$ cat src/rtl/guarded_mode_fsm.sv
// Command-driven mode controller: IDLE/ARMED/RUN/DONE with fault accounting,
// a timed RUN phase and a permanent LOCKED state that only reset can leave.
module guarded_mode_fsm #(
    parameter int CMD_W    = 3,
    parameter int CNT_W    = 8,
    parameter int RUN_LEN  = 16,
    parameter int MAX_FAIL = 3
) (
    input  logic             clk,
    input  logic             rst,
    input  logic             cmd_valid,
    input  logic [CMD_W-1:0] cmd,
    output logic [2:0]       out,
    output logic             busy,
    output logic             done,
    output logic             err,
    output logic             locked,
    output logic [CNT_W-1:0] run_count
);

    localparam int FAIL_W = $clog2(MAX_FAIL + 1);

    localparam logic [CMD_W-1:0] CMD_NOP   = CMD_W'(0);
    localparam logic [CMD_W-1:0] CMD_ARM   = CMD_W'(1);
    localparam logic [CMD_W-1:0] CMD_START = CMD_W'(2);
    localparam logic [CMD_W-1:0] CMD_ABORT = CMD_W'(3);
    localparam logic [CMD_W-1:0] CMD_CLEAR = CMD_W'(4);

    localparam logic [CNT_W-1:0]  RUN_LAST = CNT_W'(RUN_LEN - 1);
    localparam logic [FAIL_W-1:0] FAIL_LIM = FAIL_W'(MAX_FAIL);

    typedef enum logic [2:0] {
        IDLE   = 3'd0,
        ARMED  = 3'd1,
        RUN    = 3'd2,
        DONE   = 3'd3,
        ERROR  = 3'd4,
        LOCKED = 3'd5
    } state_t;

    // Held as raw bits so codes 6 and 7 are representable and recover via default.
    logic [2:0]        state;
    logic [2:0]        state_nxt;
    logic [CNT_W-1:0]  cnt_nxt;
    logic [FAIL_W-1:0] fail_cnt;
    logic [FAIL_W-1:0] fail_nxt;
    logic [CMD_W-1:0]  cmd_eff;
    logic              cmd_illegal;
    logic              fault;

    assign cmd_eff     = cmd_valid ? cmd : CMD_NOP;
    assign cmd_illegal = (cmd_eff > CMD_CLEAR);

    always_comb begin
        state_nxt = state;
        cnt_nxt   = run_count;
        fail_nxt  = fail_cnt;
        fault     = 1'b0;
        case (state)
            IDLE: begin
                if (cmd_illegal || cmd_eff == CMD_START) begin
                    fault = 1'b1;
                end else if (cmd_eff == CMD_ARM) begin
                    state_nxt = ARMED;
                end
            end
            ARMED: begin
                if (cmd_illegal) begin
                    fault = 1'b1;
                end else if (cmd_eff == CMD_START) begin
                    state_nxt = RUN;
                    cnt_nxt   = '0;
                end else if (cmd_eff == CMD_ABORT) begin
                    state_nxt = IDLE;
                end
            end
            RUN: begin
                if (cmd_eff == CMD_ABORT) begin
                    state_nxt = IDLE;
                    cnt_nxt   = '0;
                end else if (cmd_illegal) begin
                    fault = 1'b1;
                end else if (run_count == RUN_LAST) begin
                    state_nxt = DONE;
                end else begin
                    cnt_nxt = run_count + 1'b1;
                end
            end
            DONE: begin
                if (cmd_eff == CMD_CLEAR) begin
                    state_nxt = IDLE;
                    cnt_nxt   = '0;
                    fail_nxt  = '0;
                end else if (cmd_illegal) begin
                    fault = 1'b1;
                end
            end
            ERROR: begin
                if (fail_cnt >= FAIL_LIM) begin
                    state_nxt = LOCKED;
                end else if (cmd_eff == CMD_CLEAR) begin
                    state_nxt = IDLE;
                    cnt_nxt   = '0;
                end
            end
            LOCKED: begin
                state_nxt = LOCKED;
            end
            default: begin
                fault = 1'b1;
            end
        endcase

        // Every entry into ERROR is counted, saturating at the lockout threshold.
        if (fault) begin
            state_nxt = ERROR;
            if (fail_cnt < FAIL_LIM) begin
                fail_nxt = fail_cnt + 1'b1;
            end
        end
    end

    always_ff @(posedge clk) begin
        if (rst) begin
            state     <= IDLE;
            run_count <= '0;
            fail_cnt  <= '0;
            out       <= 3'd0;
            busy      <= 1'b0;
            done      <= 1'b0;
            err       <= 1'b0;
            locked    <= 1'b0;
        end else begin
            state     <= state_nxt;
            run_count <= cnt_nxt;
            fail_cnt  <= fail_nxt;
            out       <= state_nxt;
            busy      <= (state_nxt == RUN);
            done      <= (state_nxt == DONE);
            err       <= (state_nxt == ERROR) || (state_nxt == LOCKED);
            locked    <= (state_nxt == LOCKED);
        end
    end

endmodule
$ cat config.mk
export PLATFORM = sky130hd
export DESIGN_NAME = guarded_mode_fsm
export DESIGN_NICKNAME = d
export VERILOG_FILES = /design/src/rtl/guarded_mode_fsm.sv
export SDC_FILE = /design/constraint.sdc
export NUM_CORES = 1
export LEC_CHECK = 0
export CAP_MARGIN = 20
export CORE_UTILIZATION = 45
export CTS_CLUSTER_SIZE = 12
export DETAILED_ROUTE_END_ITERATION = 8
export GPL_TIMING_DRIVEN = 0
export PLACE_DENSITY = 0.78
export SETUP_SLACK_MARGIN = 0.4
export SYNTH_ARGS = -nofsm -noshare
export SYNTH_HDL_FRONTEND = slang
export SYNTH_SLANG_ARGS = --single-unit
$ cat constraint.sdc
create_clock -name clk -period 2.4 [get_ports clk]
set_clock_uncertainty 0.2 [all_clocks]
set_input_delay 0.72 -clock clk [delete_from_list [all_inputs] [get_ports clk]]
set_output_delay 0.72 -clock clk [all_outputs]
set_load 0.05 [all_outputs]
==> run summary, run 1 <==
The run finished with clean final reports. The die outline area came out at 2430 um^2. The non-filler instance count after layout was 169. In this run, CTS created clock tree buffers numbering 3. The total of hold buffers inserted after clock tree synthesis came out at 0. The first global-routing pass estimated 4280 um of wire. For the count of final hold-check violations, the log shows 0. The number of nets handed over by synthesis was 124. For the number of top-level pins, the log shows 21. Counting tap cells, the placed design contains a total of 161 instances. Dividing the final minimum period by the clock period gives 82.6%. Summing over every cut layer, the via total after detailed routing is 1013.

The average footprint of a synthesized cell was 8.68 um^2. Counting flops and latches in the post-synthesis netlist gives 17. In this run the vertical extent of the chip is 49.3 um. The analysis attributes to net switching a power of 165 uW. The post-route netlist has 40.1% of its cells at a drive strength greater than 1. Summed over all layers, the global routing overflow is 0. Global placement routability congestion: 0.789. The largest buffer count on any clock path is 2.

The tools report the number of global-route vias before repair as 912. The overall power after layout came out at 565 uW. TritonCTS built the clock tree. The transition time of the tightest slew-check pin came out at 0.719 ns. Worst hold-check path type: register to register. The depth of the worst register-to-register path was 5.

The root buffer cell chosen for the clock tree is sky130_fd_sc_hd__clkbuf_4. The analysis attributes to cell leakage a power of 0.534 nW. CTS saw 17 sinks. In this run the critical register-to-register path is captured at run_count[7]. The endpoint type of the worst setup path is a register.

The minimum period implied by the final worst setup slack is 1.98 ns, and the initial core utilization is 49.3%. The worst register-to-register path has a setup slack of 0.42 ns. The highest ir drop seen on vdd is 0.309 mV, and the remaining antenna violation count is 0.

In this run the most critical hold path is launched from fail_cnt[1]. Maximum level of the CTS H-tree: 1. Most area-hungry cell type in the Yosys netlist: sky130_fd_sc_hd__dfxtp_1. During placement, the flow inserted port buffers numbering 18. For this run, the top clock speed supported by timing is 0.504 GHz. The region available for standard cell placement spans 2040 um^2. From left edge to right edge, the die measures 49.3 um.

The count of endpoints failing setup in the final report came out at 0. In this run, synthesis inferred 0 flip-flops with an integrated enable. The kind of launch point of the worst setup path was a register. The final-stage net count is 151.

The power per cell area was 406 nW/um^2; the number of rows created at floorplan was 16. The area of the mapped netlist came out at 1010 um^2. The tools report the distinct cell type count after synthesis as 42. Setup repair after global routing could not meet its margin everywhere. The max-slew violation count came out at 0. The internal power of the cells totals 399 uW. In this run the critical register-to-register path is launched from state[1]. Per report_power, the clock group accounts for 28.3% of the total. Along the worst path, the maximum fanout reaches 4. The tools report the endpoint of the worst hold path as fail_cnt[1].

The first detailed-routing pass ran for 5 iterations. By area the synthesized netlist is led by sky130_fd_sc_hd__dfxtp_1, sky130_fd_sc_hd__nor2b_1, sky130_fd_sc_hd__o21ai_0. Dividing the detail-routed wire length by the instance count gives 16.0 um. The initial DRC count is 41, and the core utilization of the finished layout is 68.1%. The worst hold path was traced through 2 stages. In this run switching power makes up 29.3% of total power. Of the total power, registers draw 52.2%.

Once placement finished, the instance area stood at 1330 um^2. The type of the worst setup path is register to register. The cell count after synthesis was 116. The insertion delay of the later-clocked pin in the worst-skew pair is 0.30 ns, and the area share of the largest cell type after synthesis is 33.8%. The normalized max-slew margin came out at 51.5%. Entering global routing, the biggest net connects 11 pins. Data on the critical path is required at its endpoint by 2.43 ns. The critical path arrival is 2.01 ns, and the area growth from synthesis to layout is 38.1%. Combinational cells account for 19.6% of the total power. For this run, the leading register cell type out of synthesis is sky130_fd_sc_hd__dfxtp_1.

The logs give 0 for the number of antenna violations at the first check in global routing and 0 for the number of antenna cells inserted. The average vias per placed instance was 5.99. In the synthesized netlist the async set-or-reset flop fraction comes to 0%. The logs give 0 for the warning count from the yosys run and 1780 um for the total half-perimeter wirelength after legalization and detailed placement.

Global routing used 23.2% of the available tracks across all layers. For this run, design rule violations remaining after detail routing come to 0. The share of synthesized area occupied by flip-flops and latches was 33.8%; the post-CTS clock slew at the launch and capture registers of the worst setup and hold paths was 0.11 ns. The run gives 1390 um^2 as the area of all placed cells without fillers. For the max-cap check violation count, the log shows 0. The overall routed net length is 2710 um.
[kinds of logic (layout without fill, tap and decap cells)]
kind of cell | Yosys count | count (layout) | share of synthesized area, %
and+or+nand+nor | 46 | 46 | 28.7
AOI/OAI and AO/OA | 34 | 34 | 26.1
DFF | 17 | 17 | 33.8
buffers and inverters | 13 | 39 | 4.85
muxes | 4 | 4 | 4.10
adders and majority gates | 2 | 2 | 2.48
[per-layer routing]
| metal | wire length (um) | vias up | GRT usage (%) |
|---|---|---|---|
| met5 | 0 | - | 0 |
| met4 | 55 | 0 | 9.80 |
| met3 | 158 | 8 | 6.23 |
| met2 | 1430 | 46 | 39.7 |
| met1 | 1070 | 470 | 26.7 |
| li1 | - | 489 | - |
[registers in the layout, indices dropped and copies added (netlist names)]
register,count
state,3
err,1
busy,1
fail_cnt,2
run_count,8
locked,1
done,1
[power groups by stage]
stage               clock network (mW)  logic [mW]  registers, mW
finish                           0.160       0.110          0.295
global route                     0.176       0.118          0.295
CTS                              0.161       0.106          0.295
detailed placement                   0       0.104          0.301
global placement                     0       0.102          0.300
floorplan                            0      0.0619          0.315
[synthesized netlist by cell type, types with 2 or more instances]
master and n:
sky130_fd_sc_hd__nand2_1 6, sky130_fd_sc_hd__or3_1 2, sky130_fd_sc_hd__mux2i_1 3, sky130_fd_sc_hd__o2bb2ai_1 2, sky130_fd_sc_hd__o31a_1 3, sky130_fd_sc_hd__nor2b_1 6
sky130_fd_sc_hd__nor4_1 2, sky130_fd_sc_hd__nor3_1 2, sky130_fd_sc_hd__and3_1 3, sky130_fd_sc_hd__clkbuf_1 5, sky130_fd_sc_hd__nand3b_1 2, sky130_fd_sc_hd__nor4bb_1 2
sky130_fd_sc_hd__nand2b_1 3, sky130_fd_sc_hd__inv_1 8, sky130_fd_sc_hd__a21oi_1 4, sky130_fd_sc_hd__nor2_1 5, sky130_fd_sc_hd__ha_1 2, sky130_fd_sc_hd__dfxtp_1 17
sky130_fd_sc_hd__a31oi_1 3, sky130_fd_sc_hd__o211ai_1 3, sky130_fd_sc_hd__nand3_1 6, sky130_fd_sc_hd__o21ai_0 7
[worst max path at each step]
| stage | start | end | slack, ns | cells after the start |
|---|---|---|---|---|
| after detailed placement | cmd[2] | run_count[4] | -0.57 | 6 |
| after global routing | cmd[2] | run_count[2] | 0.39 | 6 |
| after CTS | cmd[2] | run_count[4] | 0.38 | 6 |
| final | state[1] | run_count[7] | 0.42 | 5 |
| after floorplan | cmd_valid | run_count[7] | 0.24 | 5 |
| after global placement | cmd[2] | run_count[7] | -0.52 | 6 |
[final cells by class]
type / count / area, um^2
buffer: 5 / 62.6
clock buffer: 3 / 22.5
clock inverter: 1 / 5.00
fill: 180 / 651
inverter: 8 / 30.0
multi-input combinational: 86 / 716
sequential: 17 / 353
tap: 27 / 33.8
timing repair buffer: 22 / 169
[placed cells by master, fill, tap and decap left out, types with 4 or more instances in the layout]
cell type                         synthesis  layout
sky130_fd_sc_hd__nand3_1                  6       6
sky130_fd_sc_hd__buf_4                    0       5
sky130_fd_sc_hd__dfxtp_1                 17       9
sky130_fd_sc_hd__nand2_1                  6       5
sky130_fd_sc_hd__clkdlybuf4s15_2          0       6
sky130_fd_sc_hd__o21ai_0                  7       4
sky130_fd_sc_hd__a21oi_1                  4       4
sky130_fd_sc_hd__dfxtp_2                  0       7
sky130_fd_sc_hd__inv_1                    8       8
sky130_fd_sc_hd__clkbuf_4                 0       5
sky130_fd_sc_hd__nor2b_1                  6       5
sky130_fd_sc_hd__buf_2                    0       8
[timing repair]
| item | in CTS | in global routing |
|---|---|---|
| pin swaps | 5 | 5 |
| endpoints found under the setup margin | 32 | 21 |
| buffers inserted | 3 | 1 |
| endpoints found under the hold margin | 0 | 0 |
| gates resized for setup | 66 | 26 |
[per-stage QoR]
step	hold slack [ns]	worst slack, ns	TNS [ns]
floorplan	0.238	0.242	0
global placement	0.249	-0.516	-5.58
detailed placement	0.263	-0.574	-6.33
CTS	0.277	0.378	0
global route	0.292	0.390	0
finish	0.275	0.418	0
[critical path, cell delays in order, from the launching register on]
cell,delay [ns]
sky130_fd_sc_hd__dfxtp_4,0.38
sky130_fd_sc_hd__or3b_4,0.41
sky130_fd_sc_hd__a311oi_4,0.27
sky130_fd_sc_hd__nand3_4,0.11
sky130_fd_sc_hd__or4_4,0.45
sky130_fd_sc_hd__o211ai_2,0.09
No activity file was read; power rests on OpenSTA's default activity.
==> run 2, diff against run 1 <==
--- a/config.mk
+++ b/config.mk
@@ -6,11 +6,11 @@
 export NUM_CORES = 1
 export LEC_CHECK = 0
 export CAP_MARGIN = 20
-export CORE_UTILIZATION = 45
+export CORE_UTILIZATION = 49
 export CTS_CLUSTER_SIZE = 12
 export DETAILED_ROUTE_END_ITERATION = 8
 export GPL_TIMING_DRIVEN = 0
-export PLACE_DENSITY = 0.78
+export PLACE_DENSITY = 0.8
 export SETUP_SLACK_MARGIN = 0.4
 export SYNTH_ARGS = -nofsm -noshare
 export SYNTH_HDL_FRONTEND = slang
==> constraint.sdc (replaced) <==
create_clock -name clk -period 1.95 [get_ports clk]
set_clock_uncertainty 0.2 [all_clocks]
set_input_delay 0.585 -clock clk [delete_from_list [all_inputs] [get_ports clk]]
set_output_delay 0.585 -clock clk [all_outputs]
set_load 0.05 [all_outputs]
==> run 2 against run 1 <==
  * The flow now finishes with violations (negative setup slack)
  * Clock power increased by 25%
  * Via count up 23%
  * Core utilization grew 23 points
  * Routed wire length is 65% higher
  * Power rose by 32%
  * Die area decreased by 7.8%
  * Final area is 27% higher
  * Worst setup slack worse by 0.52 ns
  * Sequential share of layout area down 3.9 points
  * Worst hold slack better by 0.020 ns
  * Largest cell class unchanged
==> run summary, run 2 (synthesized netlist as in run 1, its figures left out) <==
Total number of vias: 1241 (+23%). Slowest cell on the critical path: sky130_fd_sc_hd__or3b_4. The logs give 0 (unchanged) for the number of antenna cells inserted and 186 (+10%) for the non-filler instance count after layout. The required time of the worst setup path came out at 1.98 ns (-0.45 ns). The global-route met2 utilization was 58.9% (+19 points). The highest clock rate is 0.487 GHz (-3.5%), and the horizontal die dimension is 47.3 um (-4.0%).

The maximum level of the CTS H-tree is 1 (unchanged). The count of final hold-check violations is 0 (unchanged). In the layout the commonest cells are sky130_fd_sc_hd__buf_8, sky130_fd_sc_hd__buf_4, sky130_fd_sc_hd__buf_6, sky130_fd_sc_hd__inv_1, sky130_fd_sc_hd__dfxtp_4. The hold path depth was 1 (-1); the number of global-route vias before repair was 1076 (+18%). The tools report the worst setup margin as -0.105 ns (-0.523 ns). The largest incremental delay on the critical path is 0.44 ns (about the same), and the largest buffer count on any clock path is 2 (unchanged).

The largest fanout on the critical path came out at 4 (unchanged). Setup repair after global routing could not meet its margin everywhere. On the critical path the largest part of the delay comes from simple AND/OR/NAND/NOR gates.

The number of antenna violations at the first check in global routing was 0 (unchanged). The tools report the global placement routability congestion as 0.855 (+8.4%). The pin count of the biggest net entering global routing is 11 (unchanged), and the insertion delay of the later-clocked pin in the worst-skew pair is 0.30 ns (about the same).

The run gives 168 (+11%) as the final-stage net count. The number of buffers added on ports works out to 18 (unchanged). The highest ir drop seen on vdd came out at 0.463 mV (+50%). The average vias per placed instance is 6.67 (+11%), and the number of CTS-inserted buffers is 3 (unchanged). For the number of top-level pins, the log shows 21 (unchanged).

The worst path buffer plus inverter count was 0 (unchanged). In the final layout, the registers with the most flip-flops are run_count x8, state x3, fail_cnt x2. The wire length of the first global-routing pass was 4970 um (+16%). The tools report the root cell of the clock tree as sky130_fd_sc_hd__clkbuf_4. The max-slew violation count was 0 (unchanged); the instance count after placement with tap cells included was 161 (unchanged).

Leading cell type in the layout, fill and taps excluded: sky130_fd_sc_hd__buf_8. The power per cell area is 424 nW/um^2 (+4.6%), and the layout filler cell count is 73 (-59%). The critical path arrival was 2.09 ns (+0.08 ns).

The worst setup path is of the register to register kind. The placeable core region was 1940 um^2 (-4.9%). The transition time of the tightest slew-check pin is 0.505 ns (-0.213 ns). The die outline area was 2240 um^2 (-7.8%); the post-CTS clock slew at the launch and capture registers of the worst setup and hold paths was 0.11 ns (about the same). Area growth from synthesis to layout: 74.8%.

The number of flip-flops in the largest register came out at 8 (unchanged). Worst reg-to-reg setup slack: -0.11 ns (-0.52 ns). The tools report the overall routed net length as 4460 um (+65%). The endpoint type of the worst setup path was a register. The DRC violation count after routing is 0 (unchanged), and the part of the cycle the worst path needs is 105% (+23 points).

The leakage power is 0.685 nW (+28%). The register cell area after layout is 378 um^2 (+7.1%), and the first-pass detailed-route iteration total is 4 (-1). The flow ran to the end, but the final reports show violations. The total track usage is 32.4% (+9.2 points). The global routing stage identified its most utilized layer as met2. The critical path depth is 5 (unchanged), and the total grt overflow is 0 (unchanged). The run gives 16 (unchanged) as the number of rows created at floorplan. The routing usage on met3 is 6.92% (+0.69 points). The critical path goes through or3b_4, a311oi_4, nand3_4, or4_4, o211ai_2. Die height: 47.3 um (-4.0%). TritonCTS built the clock tree.

The wire length per cell after detailed routing came out at 24.0 um (+50%). Worst hold-check path type: register to register. The layout cell share with drive strength beyond 1 was 60.4% (+20 points); the depth of the worst register-to-register path was 5 (unchanged). The run gives 83 (+100%) as the initial DRC count. For the number of sinks handled by clock tree synthesis, the log shows 17 (unchanged). The minimum period implied by the final worst setup slack was 2.06 ns (+0.0728 ns).

The fraction of met1 tracks used by global routing is 37.0% (+10 points). For the multi-input combinational cell area, the log shows 800 um^2 (+12%). The final reports fail on negative setup slack.

The tools report the overall power after layout as 747 uW (+32%). The logs give 1790 um (+0.94%) for the total half-perimeter wirelength after legalization and detailed placement and 0 (unchanged) for the max-cap check violation count. More flip-flops sit in one register than any other, and that register is run_count.

The initial core utilization was 51.9% (+2.5 points). The tools report the total of hold buffers inserted after clock tree synthesis as 0 (unchanged). The kind of launch point of the worst setup path was a register. The normalized max-slew margin was 66.0% (+14 points); the count of endpoints failing setup in the final report was 9 (+9).

For the remaining antenna violation count, the log shows 0 (unchanged).
[run 2: changes by cell type in the layout (fill, tap and decap cells not counted), sizes merged]
cell / delta
buf: +25
clkdlybuf4s15: -6
clkbuf: -2
[run 2: path summary, 6_finish.rpt]
kind	startpoint	to
max	state[0]	run_count[7]
min	run_count[0]	run_count[0]
max reg2reg	state[0]	run_count[7]
min reg2reg	run_count[0]	run_count[0]
[run 2: where the power goes]
group,internal (mW),total (mW),switching (mW),leakage [nW]
Combinational,0.0847,0.192,0.107,0.521
Sequential,0.348,0.355,0.00749,0.147
Clock,0.0764,0.200,0.124,0.0177
Total,0.509,0.747,0.238,0.685
[run 2: stage by stage]
stage          utilization, %  cell area [um^2]  setup WS (ns)  hold WS, ns  TNS [ns]
2_1_floorplan               -              1070         -0.148        0.238    -0.966
3_3_place_gp             66.0              1280         -0.827        0.247    -10.51
3_5_place_dp             66.0              1280         -0.877        0.263    -11.12
4_1_cts                  86.2              1670        -0.0371        0.284   -0.0667
5_1_grt                  90.7              1760         -0.137        0.313    -0.976
6_report                 90.7              1760         -0.105        0.296    -0.615
[run 2: repair_timing]
item | in CTS | in global routing
pin swaps | 14 | 11
endpoints found under the setup margin | 32 | 32
buffers inserted | 19 | 2
resized for setup | 175 | 18
[run 2: per-layer routing]
layer / vias to the layer above / share of wire, %
met5: - / 0
met4: 0 / 5.4
met3: 34 / 6.7
met2: 85 / 50
met1: 598 / 38
li1: 524 / -
[run 2: area by class of cell]
type,instances,share of cell area [%]
clock buffers,3,1.28
flip-flops and latches,17,21.5
repair buffers,39,24.3
well taps,27,1.92
multi-input cells,86,45.4
clock inverters,1,0.284
plain buffers,5,3.62
inverters,8,1.71
[run 2: worst reg2reg max path, stage by stage (launching register included)]
cell and delay (ns):
sky130_fd_sc_hd__dfxtp_4 0.36, sky130_fd_sc_hd__or3b_4 0.44, sky130_fd_sc_hd__a311oi_4 0.33, sky130_fd_sc_hd__nand3_4 0.14, sky130_fd_sc_hd__or4_4 0.44, sky130_fd_sc_hd__o211ai_2 0.07
